**src/rtl/coeff_bank_dbuf_if.sv**
```systemverilog
// coeff_bank_dbuf_if: load stream, swap, read selects and coefficient outputs of the coefficient bank
interface coeff_bank_dbuf_if #(
  parameter int Width = 4,
  parameter int SelW  = 4
);
  logic                    load_start_i;
  logic                    wr_valid_i;
  logic signed [Width-1:0] wr_data_i;
  logic                    wr_ready_o;
  logic                    load_done_o;
  logic                    shadow_full_o;
  logic                    swap_i;
  logic [SelW-1:0]         sel_x_i;
  logic [SelW-1:0]         sel_y_i;
  logic signed [Width-1:0] coeff_x_o;
  logic signed [Width-1:0] coeff_y_o;
  logic signed [Width-1:0] offset_o;
  modport master (
    output load_start_i, wr_valid_i, wr_data_i, swap_i, sel_x_i, sel_y_i,
    input  wr_ready_o, load_done_o, shadow_full_o, coeff_x_o, coeff_y_o, offset_o
  );
  modport slave (
    input  load_start_i, wr_valid_i, wr_data_i, swap_i, sel_x_i, sel_y_i,
    output wr_ready_o, load_done_o, shadow_full_o, coeff_x_o, coeff_y_o, offset_o
  );
endinterface

```
**src/rtl/coeff_bank_dbuf.sv**
```systemverilog
// coeff_bank_dbuf: double-buffered coefficient bank (clk, async rst, bus: serial shadow load, swap, registered X/Y reads, offset)
module coeff_bank_dbuf #(
  parameter int Width  = 4,
  parameter int NCoeff = 10,
  parameter int SelW   = 4,
  parameter int PtrW   = 5
) (
  input logic             clk,
  input logic             rst,
  coeff_bank_dbuf_if.slave bus
);
  localparam int Last = 2 * NCoeff;
  localparam logic [1:0] IDLE = 2'd0, LOAD = 2'd1, FULL = 2'd2;
  logic [1:0]              state_q, state_d;
  logic [PtrW-1:0]         ptr_q, ptr_d;
  logic                    done_q, wr_en, at_last, commit;
  logic signed [Width-1:0] shd_q [Last+1];
  logic signed [Width-1:0] ax_q [NCoeff];
  logic signed [Width-1:0] ay_q [NCoeff];
  logic signed [Width-1:0] off_q, cx_q, cy_q, rd_x, rd_y;
  // a restart in LOAD drops any write offered in the same cycle
  assign wr_en   = state_q == LOAD && bus.wr_valid_i && !bus.load_start_i;
  assign at_last = ptr_q == PtrW'(Last);
  assign commit  = state_q == FULL && bus.swap_i;
  // LoadStart wins in every state; in FULL the commit still happens on the same edge
  assign state_d = bus.load_start_i ? LOAD : (wr_en && at_last) ? FULL : commit ? IDLE : state_q;
  assign ptr_d   = bus.load_start_i ? '0 : wr_en ? ptr_q + 1'b1 : ptr_q;
  assign rd_x    = 32'(bus.sel_x_i) < NCoeff ? ax_q[bus.sel_x_i] : '0;
  assign rd_y    = 32'(bus.sel_y_i) < NCoeff ? ay_q[bus.sel_y_i] : '0;
  always_ff @(posedge clk or posedge rst)
    if (rst) begin
      state_q <= IDLE;
      ptr_q   <= '0;
      done_q  <= 1'b0;
      off_q   <= '0;
      cx_q    <= '0;
      cy_q    <= '0;
      for (int i = 0; i <= Last; i++) shd_q[i] <= '0;
      for (int i = 0; i < NCoeff; i++) begin
        ax_q[i] <= '0;
        ay_q[i] <= '0;
      end
    end else begin
      state_q <= state_d;
      ptr_q   <= ptr_d;
      done_q  <= wr_en && at_last;
      cx_q    <= rd_x;
      cy_q    <= rd_y;
      if (wr_en) shd_q[ptr_q] <= bus.wr_data_i;
      if (commit) begin
        for (int i = 0; i < NCoeff; i++) begin
          ax_q[i] <= shd_q[i];
          ay_q[i] <= shd_q[NCoeff+i];
        end
        off_q <= shd_q[Last];
      end
    end
  assign bus.wr_ready_o    = state_q == LOAD;
  assign bus.load_done_o   = done_q;
  assign bus.shadow_full_o = state_q == FULL;
  assign bus.coeff_x_o     = cx_q;
  assign bus.coeff_y_o     = cy_q;
  assign bus.offset_o      = off_q;
endmodule

```
**src/flat_wrapper.sv**
```systemverilog
// flat-port wrapper written by rule: the top's interface ports become plain ports
module coeff_bank_dbuf_flat 
#(
  parameter int Width  = 4,
  parameter int NCoeff = 10,
  parameter int SelW   = 4,
  parameter int PtrW   = 5
)
  (clk, rst, bus_load_start_i, bus_wr_valid_i, bus_wr_data_i, bus_swap_i, bus_sel_x_i, bus_sel_y_i, bus_wr_ready_o, bus_load_done_o, bus_shadow_full_o, bus_coeff_x_o, bus_coeff_y_o, bus_offset_o);
  coeff_bank_dbuf_if #(.Width(Width), .SelW(SelW)) bus_i ();
  input logic clk;
  input logic rst;
  input wire logic [$bits(bus_i.load_start_i)-1:0] bus_load_start_i;
  input wire logic [$bits(bus_i.wr_valid_i)-1:0] bus_wr_valid_i;
  input wire logic [$bits(bus_i.wr_data_i)-1:0] bus_wr_data_i;
  input wire logic [$bits(bus_i.swap_i)-1:0] bus_swap_i;
  input wire logic [$bits(bus_i.sel_x_i)-1:0] bus_sel_x_i;
  input wire logic [$bits(bus_i.sel_y_i)-1:0] bus_sel_y_i;
  output wire logic [$bits(bus_i.wr_ready_o)-1:0] bus_wr_ready_o;
  output wire logic [$bits(bus_i.load_done_o)-1:0] bus_load_done_o;
  output wire logic [$bits(bus_i.shadow_full_o)-1:0] bus_shadow_full_o;
  output wire logic [$bits(bus_i.coeff_x_o)-1:0] bus_coeff_x_o;
  output wire logic [$bits(bus_i.coeff_y_o)-1:0] bus_coeff_y_o;
  output wire logic [$bits(bus_i.offset_o)-1:0] bus_offset_o;
  assign bus_i.load_start_i = bus_load_start_i;
  assign bus_i.wr_valid_i = bus_wr_valid_i;
  assign bus_i.wr_data_i = bus_wr_data_i;
  assign bus_i.swap_i = bus_swap_i;
  assign bus_i.sel_x_i = bus_sel_x_i;
  assign bus_i.sel_y_i = bus_sel_y_i;
  assign bus_wr_ready_o = bus_i.wr_ready_o;
  assign bus_load_done_o = bus_i.load_done_o;
  assign bus_shadow_full_o = bus_i.shadow_full_o;
  assign bus_coeff_x_o = bus_i.coeff_x_o;
  assign bus_coeff_y_o = bus_i.coeff_y_o;
  assign bus_offset_o = bus_i.offset_o;
  coeff_bank_dbuf #(.Width(Width), .NCoeff(NCoeff), .SelW(SelW), .PtrW(PtrW)) u_core (.clk(clk), .rst(rst), .bus(bus_i));
endmodule
```
**config.mk**
```make
export PLATFORM = sky130hd
export DESIGN_NAME = coeff_bank_dbuf_flat
export DESIGN_NICKNAME = d
export VERILOG_FILES = /design/src/rtl/coeff_bank_dbuf_if.sv /design/src/rtl/coeff_bank_dbuf.sv /design/src/flat_wrapper.sv
export SDC_FILE = /design/constraint.sdc
export NUM_CORES = 1
export LEC_CHECK = 0
export ABC_CLOCK_PERIOD_IN_PS = 13200
export BUFFER_PORTS_ARGS = -buffer_cell sky130_fd_sc_hd__buf_2
export CAP_MARGIN = 5
export CORE_MARGIN = 2
export CORE_UTILIZATION = 24
export DETAILED_ROUTE_END_ITERATION = 10
export HOLD_SLACK_MARGIN = 0.15
export PLACE_DENSITY = 0.48
export SETUP_SLACK_MARGIN = 0.5
export SLEW_MARGIN = 30
export SYNTH_ARGS = -nofsm -noshare
export SYNTH_HDL_FRONTEND = slang
export SYNTH_SLANG_ARGS = --single-unit
```
**constraint.sdc**
```tcl
create_clock -name clk -period 13.2 [get_ports clk]
set_input_delay 1.32 -clock clk [delete_from_list [all_inputs] [get_ports clk]]
set_output_delay 1.32 -clock clk [all_outputs]
set_load 0.01 [all_outputs]
```
# == Word-level counts from Yosys, hierarchy flattened ==
# Cells that the tools add are included.
# Widths: inputs -> output; s select.
# totals
wordCells,84
reg_bits,184
output_inout_bits,15
# op_classes
n_bitwise,3
muxes,16
n_eq_ne,3
magnitude_cmp,6
n_reduce_logical,8
n_addsub,1
# op_table
cell,n
$bwmux 84,1
$bmux 4 s4,2
$mux 4,7
$demux 4 s5,1
$ge 5x5->1 const B,2
$mux 5,2
$not 4->5,2
$lt 4x4->1 const B,2
$ge 6x6->1 const B,1
$lt 6x1->1 const B,1
$mux 2,3
$not 5->6,1
$add 5x1->5 const B,1
$eq 5x5->1 const B,1
$logic_and 1x1->1,5
$reduce_bool 3->1,1
$eq 2x1->1 const B,1
$eq 2x2->1 const B,1
$reduce_bool 2->1,1
$logic_not 1->1,1

# == Depth between registers and ports, before layout ==
# Gate-level depths: netlist of the first run.
# depth
depth_word,6
mapped_depth,6
mapped_depth_nobuf,4

# == Worst setup path before layout of the first run ==
# No wires, ideal clock.
# synth_path
kind,input port to flip-flop
from,input port bus_sel_y_i[0]
to,register u_core.cy_q[1] (netlist: u_core.bus.coeff_y_o[1])
required_ps,13074
cell_stages,5
slack_ps,10762
arrival_ps,2312
path_cell_list,buf_2 -> buf_2 -> mux2_2 -> o22ai_1 -> o22ai_1
# synth_via
elab_chain_len,5
# synth_rtl
element,line_no,source
from (decl),flat_wrapper.sv:18,input wire logic [$bits(bus_i.sel_y_i)-1:0] bus_sel_y_i;
$not 4->5 (implied by the code),coeff_bank_dbuf.sv:29,assign rd_y = 32'(bus.sel_y_i) < NCoeff ? ay_q[bus.sel_y_i] : '0;
$bmux 4 s4,coeff_bank_dbuf.sv:29,
$mux 4 (implied by the code) (2 in series),coeff_bank_dbuf.sv:29,
$mux 4 *,coeff_bank_dbuf.sv:29,
named net u_core.rd_y[1],coeff_bank_dbuf.sv:20,"logic signed [Width-1:0] off_q, cx_q, cy_q, rd_x, rd_y;"
to (signal assigned),coeff_bank_dbuf.sv:48,cy_q <= rd_y;
to (decl),coeff_bank_dbuf.sv:20,
# The timed path passes the listed nets; every way through them passes the cells marked *. The select of a mux whose other input is x is not followed.
# A chain may end at the register's enable or synchronous reset.

# == Worst setup path in the final report of the first run ==
# layout_path
from,register u_core.state_q[1]
to,output port bus_shadow_full_o
# layout_via
elab_chain_len,1
# layout_rtl
element,line_no,source
from (decl),coeff_bank_dbuf.sv:14,"logic [1:0] state_q, state_d;"
from (signal assigned),coeff_bank_dbuf.sv:44,state_q <= state_d;
$eq 2x2->1,coeff_bank_dbuf.sv:60,assign bus.shadow_full_o = state_q == FULL;
to (decl),flat_wrapper.sv:21,output wire logic [$bits(bus_i.shadow_full_o)-1:0] bus_shadow_full_o;
# No other way between the ends.

==> summary.md, run 1 <==
| Metric | Value |
|---|---|
| Remaining DRCs | 0 |
| Setup bufs post-CTS | 0 |
| Data required, critical path | 11.88 ns |
| P_leak | 4.30 nW |
| GR Overflow Total | 0 |
| Pwr dens | 137 nW/µm² |
| Yosys top cell by area | dfrtp_1 |
| HP Class | register to register |
| FILL cells | 3206 |
| Startpoint Class | register |
| Arrival time at the worst endpoint | 1.44 ns |
| H-tree depth | 4 |
| Die width | 184 µm |
| Sequential-to-total area share from yosys stat | 59.3% |
| Avg Vias per Cell | 4.44 |
| Initial core utilization | 24.5% |
| Avg WL per Cell | 17.2 µm |
| Post-synthesis compound-gate area fraction | 2.90% |
| Drt pass-1 iters | 4 |
| R2R depth | 4 |
| Total wire length | 16400 µm |
| Site row count | 65 |
| Clock Sinks | 184 |
| Post-synthesis xor/xnor area fraction | 0.226% |
| Final Critical Period | 2.76 ns |
| Top cell type's share of synthesized area | 59.3% |
| Synth Area in Simple Gates | 4.26% |
| Maximum clock rate | 0.362 GHz |
| Largest family of logic cells by synthesized area | multiplexers |
| Net Count, Synth | 532 |
| Post-CTS Resized | 0 |
| DR vias | 4210 |
| Mux cell area share after synthesis | 30.1% |
| Diodes inserted | 0 |
| CP Capture Type | primary output |
| Number of synthesized flops with an enable pin | 0 |
| Mapped Area | 7760 µm² |
| Cts hold-fix bufs | 0 |
| Final Setup Violations | 0 |
| Slew Limit Fails | 0 |
| Syn Area/Cell | 15.2 µm² |
| CTS tree | done |
| Proportion of layout cells with a drive suffix above 1 | 47.8% |
| Cells after Synth | 511 |
| Prevailing post-synth register cell | dfrtp_1 |
| VDD IR-drop max | 77.2 µV |
| CP endpoint | bus_shadow_full_o |
| Setup crit start | u_core.state_q[1]$_DFFE_PP0P_ |
| Synth area leaders | dfrtp_1 (59%), mux2_2 (24%), mux2_4 (3.1%), mux4_2 (1.7%), mux2i_1 (1.4%) |
| Antenna violations before repair | 0 |
| Multi-input gate area in the final layout | 2960 µm² |
| Register area | 4600 µm² |
| Die area | 33800 µm² |
| Critical Path Fanout Max | 6 |
| Clk Latency, worst-skew pair | 0.43 ns |
| Worst R2R Start | u_core.state_q[1]$_DFFE_PP0P_ |
| P&R area growth vs syn | 15.1% |
| Antenna Nets Post-Route | 0 |
| Clock slew at reported path FFs | 0.08 ns |
| Period utilisation layout | 20.9% |
| Cts bufs inserted | 17 |
| GP Congestion | 0.724 |
| Setup_tns | 0 ns |
| Flop2flop setup slack | 10.54 ns |
| Max Cap Violations | 0 |
| Worst-Margin Slew | 0.917 ns |
| First-pass GRT wire length | 26500 µm |
| Half-perimeter wire length after placement | 10500 µm |
| Largest net degree at the start of global routing | 103 |
| Number of global-route vias before repair | 4603 |
| Ys async rst share | 100% |
| Clk buf depth | 2 |
| Num ports | 32 |
| Final hold violations | 0 |
| CP Class | register to primary output |
| Core area | 31700 µm² |
| Root Buffer | clkbuf_16 |
| Netlist cell types | 40 |
| Die Height | 184 µm |
| Clock Skew | 0.00846 ns |
| Status | completed |
| Unrepaired setup endpoints after global routing | false |
| # nets final | 554 |
| Initial DRC Count | 199 |
| Adder-cell area share of the yosys netlist | 0.645% |
| IO Port Bufs | 31 |
| Tot GR Track Use | 10.3% |
| Final core occ | 28.1% |
| Slew headroom | 38.9% |
| Warnings, synthesis | 0 |
| Worst r2r dst | u_core.ax_q[26]$_DFFE_PP0P_ |
| Synthesized flop and latch total | 184 |
==> logic make-up (layout without fill, tap and decap cells) <==
kind of cell | count (synthesis) | in the layout
xor gates and xnor gates | 2 | 2
and+or+nand+nor | 58 | 58
adders and majority gates | 4 | 4
muxes | 197 | 197
DFF | 184 | 184
AOI/OAI and AO/OA | 32 | 32
buffers and inverters | 34 | 69
==> area by class of cell <==
type,instances,share of cell area (%)
clock buffers,17,4.77
clock inverters,15,2.69
well taps,402,5.63
multi-input cells,293,33.1
inverters,4,0.252
flip-flops and latches,184,51.6
repair buffers,33,1.95
==> per-layer routing <==
layer	part of all wire, %	track usage (%)	up-vias
li1	-	-	1896
met5	0	0	-
met4	1.2	3.01	0
met2	50	17.6	43
met3	3.1	2.24	12
met1	46	13.1	2259
==> cell usage in the layout, fill, tap and decap left out, drive strengths merged, types with 3 or more instances in the layout <==
cell	n
mux4	6
clkinv	3
nand2	6
dfrtp	184
o22ai	12
nand2b	4
mux2i	11
clkbuf	17
mux2	180
buf	33
inv	10
a211oi	4
nand3	21
ha	4
o21ai	3
nor2b	8
a31o	4
nor3b	4
bufinv	5
nor2	5
==> registers in the layout (all words and copies together), names as in the netlist <==
signal,flops
u_core.state_q,2
u_core.ay_q,40
u_core.shd_q,84
u_core.bus.coeff_y_o,4
u_core.bus.load_done_o,1
u_core.bus.coeff_x_o,4
u_core.ptr_q,5
u_core.ax_q,40
u_core.bus.offset_o,4
==> synth_stat cells, types with 5 or more instances <==
cell type,instances
o22ai_1,12
nor2b_1,8
buf_6,5
nand2_1,6
nand3_1,21
buf_2,9
nor2_1,5
mux4_2,6
mux2_4,16
mux2i_1,11
clkbuf_1,10
dfrtp_1,184
mux2_2,164
==> power by group <==
| group | switching (mW) | internal [mW] | leakage [nW] | total (mW) |
|---|---|---|---|---|
| Sequential | 0.00943 | 0.582 | 2.54 | 0.592 |
| Combinational | 0.0360 | 0.0230 | 1.44 | 0.0590 |
| Clock | 0.232 | 0.342 | 0.324 | 0.574 |
==> how the worst min path moves through the flow <==
stage,from,endpoint,slack [ns],cells after the start
after floorplan,u_core.ax_q[14]$_DFFE_PP0P_,u_core.ax_q[14]$_DFFE_PP0P_,0.47,1
after global placement,u_core.shd_q[39]$_DFFE_PP0P_,u_core.ay_q[35]$_DFFE_PP0P_,0.48,1
after detailed placement,u_core.shd_q[32]$_DFFE_PP0P_,u_core.ay_q[28]$_DFFE_PP0P_,0.49,1
after CTS,u_core.shd_q[65]$_DFFE_PP0P_,u_core.shd_q[65]$_DFFE_PP0P_,0.50,1
after global routing,u_core.shd_q[63]$_DFFE_PP0P_,u_core.shd_q[63]$_DFFE_PP0P_,0.51,1
final,u_core.shd_q[15]$_DFFE_PP0P_,u_core.ay_q[11]$_DFFE_PP0P_,0.50,1
==> through the flow <==
step           cell area (µm²)  setup slack [ns]  cells  hold slack [ns]  power, mW
6_report                  8930             10.44    948            0.499       1.22
5_1_grt                   8930             10.33    948            0.514       1.27
4_1_cts                   8920             10.34    948            0.505       1.24
3_5_place_dp              8260             10.01    916            0.488      0.663
3_3_place_gp              8260             10.02    916            0.478      0.660
2_1_floorplan             7760              6.88    511            0.473      0.642
==> critical path, cell delays in order (launching register included) <==
cell     delay [ns]
dfrtp_1        0.43
nor2b_1        0.38
buf_2          0.21
No activity file was read; power rests on OpenSTA's default activity.
==> inputs of run 2 (changes only) <==
ABC_AREA = 1   (was default)
ABC_CLOCK_PERIOD_IN_PS = 2500   (was 13200)
PLACE_DENSITY = 0.49   (was 0.48)
clock period = 2.5 ns   (was 13.2 ns; I/O delays follow)
==> summary.md, run 2 <==
| Metric | Value |
|---|---|
| Warnings, synthesis | 0 |
| Root Buffer | clkbuf_16 |
| Tot GR Track Use | 12.0% |
| Maximum clock rate | 0.538 GHz |
| Slew headroom | 45.0% |
| Initial DRC Count | 385 |
| Sw Share | 24.6% |
| Clock Sinks | 184 |
| Family with the most delay on the worst path | simple AND/OR/NAND/NOR gates |
| Max Cap Violations | 0 |
| GP Congestion | 0.735 |
| Most common cell after layout, fill and taps aside | nand2_1 |
| Period utilisation layout | 74.3% |
| Met3 GRT Util | 2.44% |
| Yosys top cell by area | dfrtp_1 |
| Post-synthesis compound-gate area fraction | 9.71% |
| Clk Latency, worst-skew pair | 0.44 ns |
| Mux cell area share after synthesis | 0% |
| Post-CTS Resized | 0 |
| Drt pass-1 iters | 5 |
| Top cell type's share of synthesized area | 58.6% |
| CTS tree | done |
| Clock network power share | 44.0% |
| Setup_tns | 0 ns |
| CP Capture Type | register |
| Setup bufs post-CTS | 0 |
| Combinational fraction of design power | 6.0% |
| DR vias | 5700 |
| Worst-Margin Slew | 0.824 ns |
| P_leak | 4.34 nW |
| Prevailing post-synth register cell | dfrtp_1 |
| Clock slew at reported path FFs | 0.07 ns |
| Synth area leaders | dfrtp_1 (59%), nand2_1 (16%), o21ai_0 (5.1%), o21ai_1 (3.9%), inv_1 (3.3%) |
| Antenna Nets Post-Route | 0 |
| Register area | 4600 µm² |
| Critical-path cell list | inv_2 -> nand3_2 -> nor2_4 -> nand3_4 -> nand2_1 -> o21ai_1 |
| CP bufs+invs | 1 |
| Most frequent cell after synthesis | nand2_1 |
| HP Class | input port to register |
| Initial core utilization | 24.3% |
| Cells after Synth | 889 |
| Half-perimeter wire length after placement | 11500 µm |
| Die width | 185 µm |
| Cts bufs inserted | 17 |
| Most frequent cells in the layout | nand2_1 (339), dfrtp_1 (184), o21ai_0 (80) |
| Antenna violations before repair | 0 |
| H-tree depth | 4 |
| Largest family of logic cells by synthesized area | simple AND/OR/NAND/NOR gates |
| Number of synthesized flops with an enable pin | 0 |
| Unrepaired setup endpoints after global routing | false |
| Clk buf depth | 2 |
| Crit-path slowest cell | nor2_4 |
| Top reg by flops | u_core.shd_q |
| Final Setup Violations | 0 |
| Data required, critical path | 2.79 ns |
| Synthesized flop and latch total | 184 |
| Syn Area/Cell | 8.84 µm² |
| Multi-input gate area in the final layout | 2810 µm² |
| Largest regs | u_core.shd_q (84), u_core.ax_q (40), u_core.ay_q (40) |
| Avg WL per Cell | 13.9 µm |
| Synth Area in Simple Gates | 25.3% |
| Num ports | 32 |
| Clock Skew | 0.0115 ns |
| Core area | 32400 µm² |
| Largest net degree at the start of global routing | 134 |
| Int Pwr | 4.72 mW |
| Switching power | 1.54 mW |
| IO Port Bufs | 31 |
| VDD IR-drop max | 521 µV |
| Critical Path Fanout Max | 11 |
| Net Count, Synth | 910 |
| Startpoint Class | register |
| First-pass GRT wire length | 31700 µm |
| Post-synthesis xor/xnor area fraction | 0% |
| Met1 usage | 16.7% |
| Sequential-to-total area share from yosys stat | 58.6% |
| GR Overflow Total | 0 |
| Avg Vias per Cell | 4.15 |
| Die area | 34200 µm² |
| Arrival time at the worst endpoint | 2.15 ns |
| Final Critical Period | 1.86 ns |
| Sequential share of power | 49.9% |
| Die Height | 185 µm |
| Pwr dens | 681 nW/µm² |
| FILL cells | 3549 |
| Mapped Area | 7860 µm² |
| Proportion of layout cells with a drive suffix above 1 | 12.1% |
| Status | completed |
| Commonest cells in the netlist | nand2_1 (339), dfrtp_1 (184), o21ai_0 (80) |
| P&R area growth vs syn | 17.0% |
| Slew Limit Fails | 0 |
| Remaining DRCs | 0 |
| GRT busiest layer | met2 |
| Largest stage delay, worst path | 0.61 ns |
| Final hold violations | 0 |
| Adder-cell area share of the yosys netlist | 0.637% |
| Max reg flops | 84 |
| Met2 usage | 18.7% |
| # nets final | 939 |
| Ys async rst share | 100% |
| Diodes inserted | 0 |
| Total wire length | 19100 µm |
| Number of global-route vias before repair | 5678 |
| Site row count | 66 |
| Netlist cell types | 26 |
| Final core occ | 28.4% |
| CP Class | register to register |
run 2: cell count changes after synthesis, moves of 13 or more:
cell      change
nand3_1      +27
nand2_1     +333
o21ai_1      +61
nor2_1       +13
clkbuf_1     +14
inv_1        +65
mux2_4       -16
o21ai_0      +77
mux2_2      -164
nand3_2      +13
run 2: per-layer routing:
layer / routed length [µm] / up-vias / share of wire [%]
met3: 402 / 21 / 2.1
met4: 291 / 0 / 1.5
met1: 9780 / 2731 / 51
met5: 0 / - / 0
li1: - / 2887 / -
met2: 8590 / 61 / 45
run 2: power groups by stage:
stage / sequential (mW) / combinational [mW] / clock [mW]
3_3_place_gp: 3.18 / 0.376 / 0
3_5_place_dp: 3.18 / 0.381 / 0
2_1_floorplan: 3.18 / 0.234 / 0
5_1_grt: 3.14 / 0.432 / 2.96
6_report: 3.13 / 0.377 / 2.76
4_1_cts: 3.12 / 0.386 / 2.81
run 2: final cells by class:
type / count / area share [%]
Sequential cell: 184 / 50.1
Tap cell: 442 / 6.02
Timing Repair Buffer: 48 / 3.84
Inverter: 72 / 2.99
Clock inverter: 13 / 1.55
Multi-Input combinational cell: 595 / 30.6
Clock buffer: 19 / 4.93
run 2: through the flow:
stage                     area, µm²  hold WS [ns]  total power, mW  setup slack [ns]  instances
after floorplan                7860         0.347             3.41            -0.115        889
after global placement         8560         0.326             3.56             0.707       1337
after detailed placement       8560         0.333             3.56             0.634       1337
after CTS                      9180         0.163             6.32             0.621       1372
after global routing           9190         0.192             6.52             0.503       1373
final                          9190         0.171             6.26             0.642       1373
run 2: kinds of logic after synthesis:
group           after synthesis
simple gates                439
flops                       184
compound gates              151
buf+inv                     111
fa+ha+maj                     4
run 2: repair_timing:
action | CTS | global route
hold endpoints to repair | 24 | 0
hold buffers | 3 | 0
setup endpoints to repair | 0 | 2
run 2: final timing paths:
| path | start | end | slack (ns) | depth (start not counted) |
|---|---|---|---|---|
| min in group asynchronous | rst | u_core.shd_q[26]$_DFFE_PP0P_ | 0.40 | 3 |
| hold / removal | bus_sel_x_i[2] | u_core.bus.coeff_x_o[0]$_DFF_PP0_ | 0.17 | 4 |
| setup reg to reg | u_core.state_q[1]$_DFFE_PP0P_ | u_core.shd_q[45]$_DFFE_PP0P_ | 0.64 | 6 |
| hold reg to reg | u_core.shd_q[49]$_DFFE_PP0P_ | u_core.ax_q[5]$_DFFE_PP0P_ | 0.47 | 2 |
| setup / recovery | u_core.state_q[1]$_DFFE_PP0P_ | u_core.shd_q[45]$_DFFE_PP0P_ | 0.64 | 6 |
| max in group asynchronous | rst | u_core.shd_q[66]$_DFFE_PP0P_ | 1.28 | 5 |
run 2: tightest hold or removal path: stages:
cell and delay, ns:
buf_2 0.14, nand3_1 0.09, nand2_1 0.05, nand2_1 0.05
